File: src/rtl/batalha_pkg.sv
// batalha_pkg: shared definitions for the attack-phase shot resolver.
// Ship record layout, ship types, result codes and the part-count helper.
package batalha_pkg;

  localparam int NUM_EMB    = 11;
  localparam int ADDR_W     = 5;
  localparam int COORD_W    = 4;
  localparam int GRID_MAX   = 9;
  localparam int REC_W      = 64;
  localparam int COUNT_MSB  = 46;
  localparam int MASK_LSB   = 47;
  localparam int MAX_PARTES = 5;

  typedef enum logic [2:0] {
    PORTA_AVIOES = 3'd0,
    ENCOURACADO  = 3'd1,
    CRUZADOR     = 3'd2,
    DESTROYER    = 3'd3,
    SUBMARINO    = 3'd4
  } tipo_t;

  localparam logic [2:0] RES_AGUA     = 3'd0;
  localparam logic [2:0] RES_ACERTO   = 3'd1;
  localparam logic [2:0] RES_AFUNDOU  = 3'd2;
  localparam logic [2:0] RES_REPETIDO = 3'd3;
  localparam logic [2:0] RES_INVALIDO = 3'd4;

  // Number of part slots a ship type occupies; 0 for unknown types.
  function automatic logic [2:0] num_partes(input logic [2:0] tipo);
    logic [2:0] n;
    unique case (tipo)
      PORTA_AVIOES: n = 3'd5;
      ENCOURACADO:  n = 3'd4;
      CRUZADOR:     n = 3'd3;
      DESTROYER:    n = 3'd2;
      SUBMARINO:    n = 3'd1;
      default:      n = 3'd0;
    endcase
    return n;
  endfunction

endpackage

File: src/rtl/tiro_comparador.sv
// tiro_comparador: matches one shot against the in-use parts of a record.
// Skips unknown types and empty slots; the lowest part index wins.
module tiro_comparador
  import batalha_pkg::*;
(
  input  logic [REC_W-1:0]   registro,
  input  logic [COORD_W-1:0] x,
  input  logic [COORD_W-1:0] y,
  output logic               match,
  output logic [2:0]         match_idx,
  output logic               already_hit
);

  logic [2:0]            tipo;
  logic [3:0]            restantes;
  logic [MAX_PARTES-1:0] mascara;
  logic [2:0]            partes;
  logic                  valido;

  assign tipo      = registro[2:0];
  assign restantes = registro[COUNT_MSB -: 4];
  assign mascara   = registro[MASK_LSB +: MAX_PARTES];
  assign partes    = num_partes(tipo);
  assign valido    = (tipo <= SUBMARINO) &&
                     !(restantes == '0 && mascara == '0);

  // Scan from the top index down so the lowest match is kept.
  always_comb begin
    match     = 1'b0;
    match_idx = '0;
    for (int i = MAX_PARTES - 1; i >= 0; i--) begin
      if (valido && (3'(i) < partes) &&
          registro[6+8*i -: COORD_W] == x &&
          registro[10+8*i -: COORD_W] == y) begin
        match     = 1'b1;
        match_idx = 3'(i);
      end
    end
  end

  assign already_hit = mascara[match_idx];

endmodule

File: src/rtl/resolvedor_tiro.sv
// resolvedor_tiro: resolves a shot against the target's ship records.
// Optional statistics ports are enabled by defining TIRO_ESTAT_EN.
module resolvedor_tiro
  import batalha_pkg::*;
(
  input  logic               clk,
  input  logic               rst,
  input  logic               start,
  input  logic [COORD_W-1:0] x_tiro,
  input  logic [COORD_W-1:0] y_tiro,
  input  logic               jogador,
  input  logic [REC_W-1:0]   vetor_leitura,
  output logic               mem_sel,
  output logic [ADDR_W-1:0]  read_addr,
  output logic [ADDR_W-1:0]  write_addr,
  output logic [REC_W-1:0]   vetor,
  output logic               wrep1,
  output logic               wrep2,
  output logic               busy,
  output logic               ready,
  output logic [2:0]         resultado,
  output logic [2:0]         tipo_atingido,
  output logic               fim_p1,
  output logic               fim_p2
`ifdef TIRO_ESTAT_EN
  ,
  output logic [7:0]         tiros_p1,
  output logic [7:0]         tiros_p2,
  output logic [7:0]         acertos_p1,
  output logic [7:0]         acertos_p2
`endif
);

  localparam logic [2:0] S_IDLE  = 3'd0;
  localparam logic [2:0] S_FETCH = 3'd1;
  localparam logic [2:0] S_CHECK = 3'd2;
  localparam logic [2:0] S_WRITE = 3'd3;
  localparam logic [2:0] S_DONE  = 3'd4;

  localparam logic [ADDR_W-1:0]  LAST_ADDR = ADDR_W'(NUM_EMB - 1);
  localparam logic [COORD_W-1:0] GMAX      = COORD_W'(GRID_MAX);
  localparam logic [3:0]         SUNK_LAST = 4'(NUM_EMB - 1);

  logic [2:0]         state;
  logic [COORD_W-1:0] x_q;
  logic [COORD_W-1:0] y_q;
  logic               jog_q;
  logic [2:0]         res_q;
  logic [2:0]         tipo_q;
  logic [3:0]         sunk_p1;
  logic [3:0]         sunk_p2;

  logic               match;
  logic [2:0]         match_idx;
  logic               already_hit;
  logic               fim_alvo;
  logic               fora;
  logic [REC_W-1:0]   atualizado;
  logic [MAX_PARTES-1:0] bit_novo;

  tiro_comparador u_cmp (
    .registro    (vetor_leitura),
    .x           (x_q),
    .y           (y_q),
    .match       (match),
    .match_idx   (match_idx),
    .already_hit (already_hit)
  );

  assign fim_alvo = jogador ? fim_p1 : fim_p2;
  assign fora     = (x_tiro > GMAX) || (y_tiro > GMAX);

  // Record with the new hit marked and one fewer remaining part.
  always_comb begin
    bit_novo   = MAX_PARTES'(1) << match_idx;
    atualizado = vetor_leitura;
    atualizado[MASK_LSB +: MAX_PARTES] =
      vetor_leitura[MASK_LSB +: MAX_PARTES] | bit_novo;
    atualizado[COUNT_MSB -: 4] =
      vetor_leitura[COUNT_MSB -: 4] - 4'd1;
  end

  // Shot sequencer: scan records, write back hits, track sinkings.
  always_ff @(posedge clk or posedge rst) begin
    if (rst) begin
      state      <= S_IDLE;
      x_q        <= '0;
      y_q        <= '0;
      jog_q      <= 1'b0;
      mem_sel    <= 1'b0;
      read_addr  <= '0;
      write_addr <= '0;
      vetor      <= '0;
      res_q      <= RES_AGUA;
      tipo_q     <= '0;
      sunk_p1    <= '0;
      sunk_p2    <= '0;
      fim_p1     <= 1'b0;
      fim_p2     <= 1'b0;
    end else begin
      unique case (state)
        S_IDLE: begin
          if (start) begin
            x_q     <= x_tiro;
            y_q     <= y_tiro;
            jog_q   <= jogador;
            mem_sel <= ~jogador;
            tipo_q  <= '0;
            if (fora || fim_alvo) begin
              res_q <= RES_INVALIDO;
              state <= S_DONE;
            end else begin
              read_addr <= '0;
              state     <= S_FETCH;
            end
          end
        end
        S_FETCH: state <= S_CHECK;
        S_CHECK: begin
          if (match && already_hit) begin
            res_q <= RES_REPETIDO;
            state <= S_DONE;
          end else if (match) begin
            write_addr <= read_addr;
            vetor      <= atualizado;
            tipo_q     <= vetor_leitura[2:0];
            state      <= S_WRITE;
          end else if (read_addr == LAST_ADDR) begin
            res_q <= RES_AGUA;
            state <= S_DONE;
          end else begin
            read_addr <= read_addr + 5'd1;
            state     <= S_FETCH;
          end
        end
        S_WRITE: begin
          if (vetor[COUNT_MSB -: 4] == '0) begin
            res_q <= RES_AFUNDOU;
            if (jog_q) begin
              sunk_p1 <= sunk_p1 + 4'd1;
              if (sunk_p1 == SUNK_LAST) fim_p1 <= 1'b1;
            end else begin
              sunk_p2 <= sunk_p2 + 4'd1;
              if (sunk_p2 == SUNK_LAST) fim_p2 <= 1'b1;
            end
          end else begin
            res_q <= RES_ACERTO;
          end
          state <= S_DONE;
        end
        S_DONE:  state <= S_IDLE;
        default: state <= S_IDLE;
      endcase
    end
  end

  assign busy          = (state != S_IDLE);
  assign ready         = (state == S_DONE);
  assign resultado     = ready ? res_q : RES_AGUA;
  assign tipo_atingido = ready ? tipo_q : 3'd0;
  assign wrep1         = (state == S_WRITE) && jog_q;
  assign wrep2         = (state == S_WRITE) && !jog_q;

`ifdef TIRO_ESTAT_EN
  logic acerto;
  assign acerto = (res_q == RES_ACERTO) || (res_q == RES_AFUNDOU);

  // Per-attacker shot and hit counters, saturating, bumped on DONE.
  always_ff @(posedge clk or posedge rst) begin
    if (rst) begin
      tiros_p1   <= '0;
      tiros_p2   <= '0;
      acertos_p1 <= '0;
      acertos_p2 <= '0;
    end else if (state == S_DONE) begin
      if (!jog_q) begin
        if (tiros_p1 != 8'hFF) tiros_p1 <= tiros_p1 + 8'd1;
        if (acerto && acertos_p1 != 8'hFF)
          acertos_p1 <= acertos_p1 + 8'd1;
      end else begin
        if (tiros_p2 != 8'hFF) tiros_p2 <= tiros_p2 + 8'd1;
        if (acerto && acertos_p2 != 8'hFF)
          acertos_p2 <= acertos_p2 + 8'd1;
      end
    end
  end
`endif

endmodule

File: config.mk
export PLATFORM = sky130hd
export DESIGN_NAME = resolvedor_tiro
export DESIGN_NICKNAME = d
export VERILOG_FILES = /design/src/rtl/batalha_pkg.sv /design/src/rtl/tiro_comparador.sv /design/src/rtl/resolvedor_tiro.sv
export SDC_FILE = /design/constraint.sdc
export NUM_CORES = 1
export LEC_CHECK = 0
export CAP_MARGIN = 20
export CORE_MARGIN = 2
export CORE_UTILIZATION = 40
export CTS_BUF_LIST = sky130_fd_sc_hd__clkbuf_8
export CTS_CLUSTER_SIZE = 8
export DETAILED_ROUTE_END_ITERATION = 10
export GPL_TIMING_DRIVEN = 0
export PLACE_DENSITY = 0.71
export SLEW_MARGIN = 20
export SYNTH_ARGS = -nofsm -noshare
export SYNTH_HDL_FRONTEND = slang
export SYNTH_HIERARCHICAL = 1
export SYNTH_SLANG_ARGS = --single-unit
File: constraint.sdc
create_clock -name clk -period 4.5 [get_ports clk]
set_clock_uncertainty 0.05 [all_clocks]
set_input_delay 0.675 -clock clk [delete_from_list [all_inputs] [get_ports clk]]
set_output_delay 0.675 -clock clk [all_outputs]
set_load 0.01 [all_outputs]
# == Word level (Yosys, flattened, before mapping) ==
# Cells that the tools add are included.
# word_totals
elab_cells,142
reg_bits,103
out_inout_bits,87
inputBits,76
# classes
reduce_logical,41
bitwise_logic,4
n_mux,39
shift,1
add_sub_neg,4
n_eq_ne,30
magnitude_cmp,9
# ops
operator,n
2-to-1 mux 3 bit,20
equality test 4 bit,10
2-to-1 mux 5 bit,5
logical AND 1 bit,20
one-hot mux 3 bit (5 select lines),1
"!= test 2 bit, second input constant",7
"equality test 3 x 2 -> 1 bit, second input constant",4
one-hot mux 3 bit (4 select lines),1
AND reduction 4 bit,3
one-hot mux 5 bit (2 select lines),1
one-hot mux 3 bit (3 select lines),1
AND reduction 3 bit,3
"adder 4 x 1 -> 4 bit, second input constant",2
"equality test 4 bit, second input constant",2
"greater-than comparator 4 bit, second input constant",2
logical NOT 4 bit,2
2-to-1 mux 1 bit,7
"equality test 3 x 1 -> 1 bit, second input constant",2
"equality test 3 bit, second input constant",2
logical NOT 3 bit,2
"less-than comparator 1 x 3 -> 1 bit, first input constant",2
"less-than comparator 2 x 3 -> 1 bit, first input constant",2
"!= test 3 bit, second input constant",2
one-hot mux 3 bit (2 select lines),1
other kinds (19),24

# == Logic depth before layout (Yosys ltp) ==
# logic_depth
word_depth,17
ltp_mapped,14
mapped_depth_nobuf,11

# == By module ==
# Netlist, hierarchy kept.
# modules_own_cells
module,seq_area_each_um2,instances,cells_per_inst,area_per_inst_um2
resolvedor_tiro,2577.5,1,469,4357.9
tiro_comparador,0.0,1,95,747.0

# == Least setup slack after synthesis ==
# No wires, ideal clock.
# synth_timing
path_type,input to register
from,input port vetor_leitura[21]
to,register res_q[2]
t_required_ps,4325
setup_slack_ps,1314
n_path_buf,0
arrival_ps,3011
setup_ps,125
path_stages,11
path_cell_list,xnor2_2 > nand4_1 > or4_4 > and4_4 > a221oi_2 > a32oi_1 > or3b_2 > a22o_1 > nand4b_1 > inv_1 > mux2_4
# synth_via
elab_chain_len,11
elab_cells_between_ends,17
cone_classes,3 x eq/ne; 10 x mux; 4 x reduce/logical
# synth_rtl
item,line_no,rtl
start: declaration,resolvedor_tiro.sv:12,"input logic [REC_W-1:0] vetor_leitura,"
equality test 4 bit (*),tiro_comparador.sv:33,registro[6+8*i -: COORD_W] == x &&
logical AND 1 bit (*),tiro_comparador.sv:32,if (valido && (3'(i) < partes) &&
logical AND 1 bit (*),tiro_comparador.sv:33,
2-to-1 mux 3 bit (*) (3 in a row),tiro_comparador.sv:32,
binary-select mux 1 bit (select 3 bit) (*),tiro_comparador.sv:41,assign already_hit = mascara[match_idx];
2-to-1 mux 1 bit (not written as such) (*),tiro_comparador.sv:41,
net already_hit,resolvedor_tiro.sv:55,logic already_hit;
logical AND 1 bit (*),resolvedor_tiro.sv:120,if (match && already_hit) begin
!= test 3 bit (no line) / 2-to-1 mux 3 bit (equally long branches),-,
AND reduction 5 bit (no line) / one-hot mux 3 bit (3 select lines) (equally long branches),-,
end signal: assignment,resolvedor_tiro.sv:121,res_q <= RES_REPETIDO;
end signal: assignment,resolvedor_tiro.sv:129,res_q <= RES_AGUA;
end signal: assignment,resolvedor_tiro.sv:138,res_q <= RES_AFUNDOU;
end: declaration,resolvedor_tiro.sv:48,logic [2:0] res_q;
# Mark *: on every way through the listed nets, which the timed path passes. The rest lies on a longest branch. The select of a mux whose other input is x is not followed.
# A chain may end at the register's enable or synchronous reset.

# == Worst setup path in the final report ==
# layout_timing
from,input port vetor_leitura[20]
to,register res_q[2]
# Same word-level chain as after synthesis.

==> metrics.md <==
| Metric | Value |
|---|---|
| Total gr overflow | 0 |
| Minimum clock period | 3810 ps |
| DR WL met3 | 1140 microns |
| Met2 WL | 6960 microns |
| Cell area after synthesis | 5100 sq um |
| Initial Utilization | 0.408 |
| Setup_tns | 0 ps |
| Die width | 117 microns |
| Die ar. | 13700 sq um |
| Setup crit start kind | input port |
| Main area contributors after synthesis | dfrtp_1 50%, nand2_1 17%, xor2_1 4.1%, xnor2_1 3.1%, buf_2 1.8% |
| CP max FO | 5 |
| Row count | 41 |
| CTS buffer count | 9 |
| Hold buffers post-CTS | 0 |
| TritonRoute pass-1 iters | 4 |
| 1st-iter DRT viols | 321 |
| DP HPWL | 11400 microns |
| CP Data Arrival Time | about 4000 ps |
| Area Growth Syn to Fin | 40.4% |
| HP Class | flip-flop to flip-flop |
| Worst-margin pin slew | 790 ps |
| Setup violations, final | 0 |
| Top-area cell type share of the netlist area | 0.505 |
| Crit end category | flip-flop |
| H-tree depth | 3 |
| Sequential fraction of the synthesis area | 0.505 |
| Root buffer cell | clkbuf_8 |
| Required @ worst endpoint | ~4700 ps |
| Primary FF master, synth | dfrtp_1 |
| Worst r2r dst | res_q[2]$_DFFE_PP0P_ |
| Clock latency on the worst-skew pair | 360 ps |
| First-pass GRT wire length | 23300 microns |
| Slew HR | 0.466 |
| R2R Setup Slk | about 1000 ps |
| Fmax | roughly 0.26 GHz |
| Detail Route Antenna Nets | 0 |
| Slew Limit Fails | 0 |
| Initial antenna violation count | 0 |
| Net count, final | 821 |
| PD cells | 365 nW/um^2 |
| Vias/cell | 5.01 |
| Hold depth | 1 |
| DRC Markers | 0 |
| YS warnings | 6 |
| #FFs+latches synth | roughly 100 |
| Hold endpoint | sunk_p1[3]$_DFFE_PP0P_ |
| Post-route clock period utilization | 0.846 |
| Synth unique cells | 62 |
| CTS tree | done |
| EDFF count, synth | 0 |
| Layout cells sized above 1 | 0.0794 |
| Largest net degree at the start of global routing | 69 |
| Synth cell count leaders | 228 x nand2_1, 103 x dfrtp_1, 24 x xor2_1 |
| Placeable Area | 12500 sq um |
| Largest area contributor in the netlist | dfrtp_1 |
| IO Count | between 150 and 200 |
| Hold Startpoint | sunk_p1[3]$_DFFE_PP0P_ |
| Worst setup path start | vetor_leitura[20] |
| Routed WL per cell | 16.3 microns |
| Peak VDD IR | 215 uV |
| Wire length on met1 | ~6600 microns |
| Worst flop-to-flop path startpoint | x_q[3]$_DFFE_PP0P_ |
| Max layer used | met4 |
| Ys async rst share | 1.00 |
| Post-CTS Setup Bufs | 0 |
| Max Root-Sink Buffers | 2 |
| Status | finished, final reports clean |
| Top-count cell post-synth | nand2_1 |
| Clock Sinks | 103 |
| Ant diodes | 0 |
| Number of global-route vias before repair | 4569 |
| Avg Inst Size Synth | 9.05 sq um |
| Final Hold Viols | 0 |
| CTS clock-pin slew for the worst setup and hold paths | 90 ps |
| Leakage | between 3 and 4 nW |
| # Max-Cap Violations | 0 |
| Resize count post-CTS | 0 |
| GRT Overall Usage | 0.220 |
| Die Span Y | approximately 120 microns |
| Syn Nets | 647 |
| Synth Instances | 564 |
| GPL Wtd Cong | 0.860 |
| Drt total wl | 14900 microns |
| Number of port buffers | 162 |
| DP Cell Count | 899 |
| Kind of critical path | input port to flip-flop |
| RSZ-0062 raised after global routing | false |
| FILL cells | approximately 1200 |
| Via Count | roughly 4600 |
| Reg2Reg Depth | 12 |
| Cell Count, Final, Fillers Out | between 900 and 1000 |
area by class of cell:
| type | instances | area (sq um) | area share |
|---|---|---|---|
| timing repair buffer | 163 | 1650 | 0.230 |
| clock buffer | 12 | 165 | 0.0230 |
| tap | 172 | 215 | 0.0300 |
| clock inverter | 4 | 28.8 | 0.00401 |
| inverter | 16 | 65.1 | 0.00908 |
| sequential | 103 | 2580 | 0.360 |
| buffer | 30 | 195 | 0.0272 |
| multi-input combinational | 415 | 2270 | 0.317 |
stage by stage:
| stage | area, sq um | power, mW | utilization | setup WS (ps) | hold slack (ps) |
|---|---|---|---|---|---|
| 2_1_floorplan | 5100 | 1.71 | - | 1070 | 390 |
| 3_3_place_gp | 6940 | 2.03 | 0.555 | -418 | 406 |
| 3_5_place_dp | 6970 | 2.06 | 0.557 | 375 | 412 |
| 4_1_cts | 7170 | 2.63 | 0.573 | 737 | 432 |
| 5_1_grt | 7170 | 2.78 | 0.573 | 526 | 447 |
| 6_report | 7170 | 2.62 | 0.573 | 693 | 430 |
routing by layer:
| layer | vias up | global-route usage |
|---|---|---|
| met5 | - | 0 |
| met4 | 0 | 0.0635 |
| met3 | 16 | 0.0505 |
| met2 | 193 | 0.366 |
| met1 | 2191 | 0.290 |
| li1 | 2184 | - |
worst max-delay path: stages:
cell             delay [ps]
clkdlybuf4s50_1         620
xnor2_4                 140
nand4_1                 150
nor4_2                  530
o21ai_1                 170
a221oi_2                270
a32oi_1                 150
or3b_2                  480
a22o_1                  240
nand4b_1                160
inv_1                   100
mux2_4                  300
flip-flops by register name, summed over array words and instances, names as in the netlist:
name        flops
vetor          64
read_addr       5
write_addr      5
sunk_p1         4
sunk_p2         4
x_q             4
y_q             4
res_q           3
state           3
tipo_q          3
fim_p1          1
fim_p2          1
jog_q           1
mem_sel         1
cells in the final DEF, fill, tap and decap left out, types with 5 or more instances in the layout:
cell and count:
nand3_1 8, nand4_1 7, nor2_1 19, buf_6 8
ha_1 7, buf_2 18, xnor2_1 18, o21ai_0 18
nand2_1 228, dfrtp_1 103, inv_1 15, nor3_1 6
xor2_1 24, and3_1 7, clkdlybuf4s50_1 162, clkbuf_8 12
nor4_1 5
cell families (layout without fill, tap and decap cells):
logic type                 Yosys count  after routing  synth area share
AOI/OAI and AO/OA                   54             54            0.0745
buffers and inverters               46            225            0.0500
and+or+nand+nor                    303            303             0.255
xor gates and xnor gates            46             46            0.0870
adders and majority gates            7              7            0.0172
DFF                                103            103             0.505
muxes                                5              5            0.0110
worst max path at each step:
stage                       endpoint  slack, ps  cells after the start
6_report        res_q[2]$_DFFE_PP0P_        690                     12
5_1_grt         res_q[2]$_DFFE_PP0P_        530                     12
4_1_cts         res_q[2]$_DFFE_PP0P_        740                     12
3_5_place_dp    res_q[2]$_DFFE_PP0P_        380                     12
3_3_place_gp   vetor[63]$_DFFE_PP0P_       -420                      2
2_1_floorplan     fim_p1$_DFFE_PP0P_       1070                      1
where the power goes:
group / internal (mW) / switching [mW]
clock: 0.247 / 0.324
sequential: 1.03 / 0.0816
combinational: 0.446 / 0.487
total: 1.72 / 0.892
No activity file was read; power rests on OpenSTA's default activity.
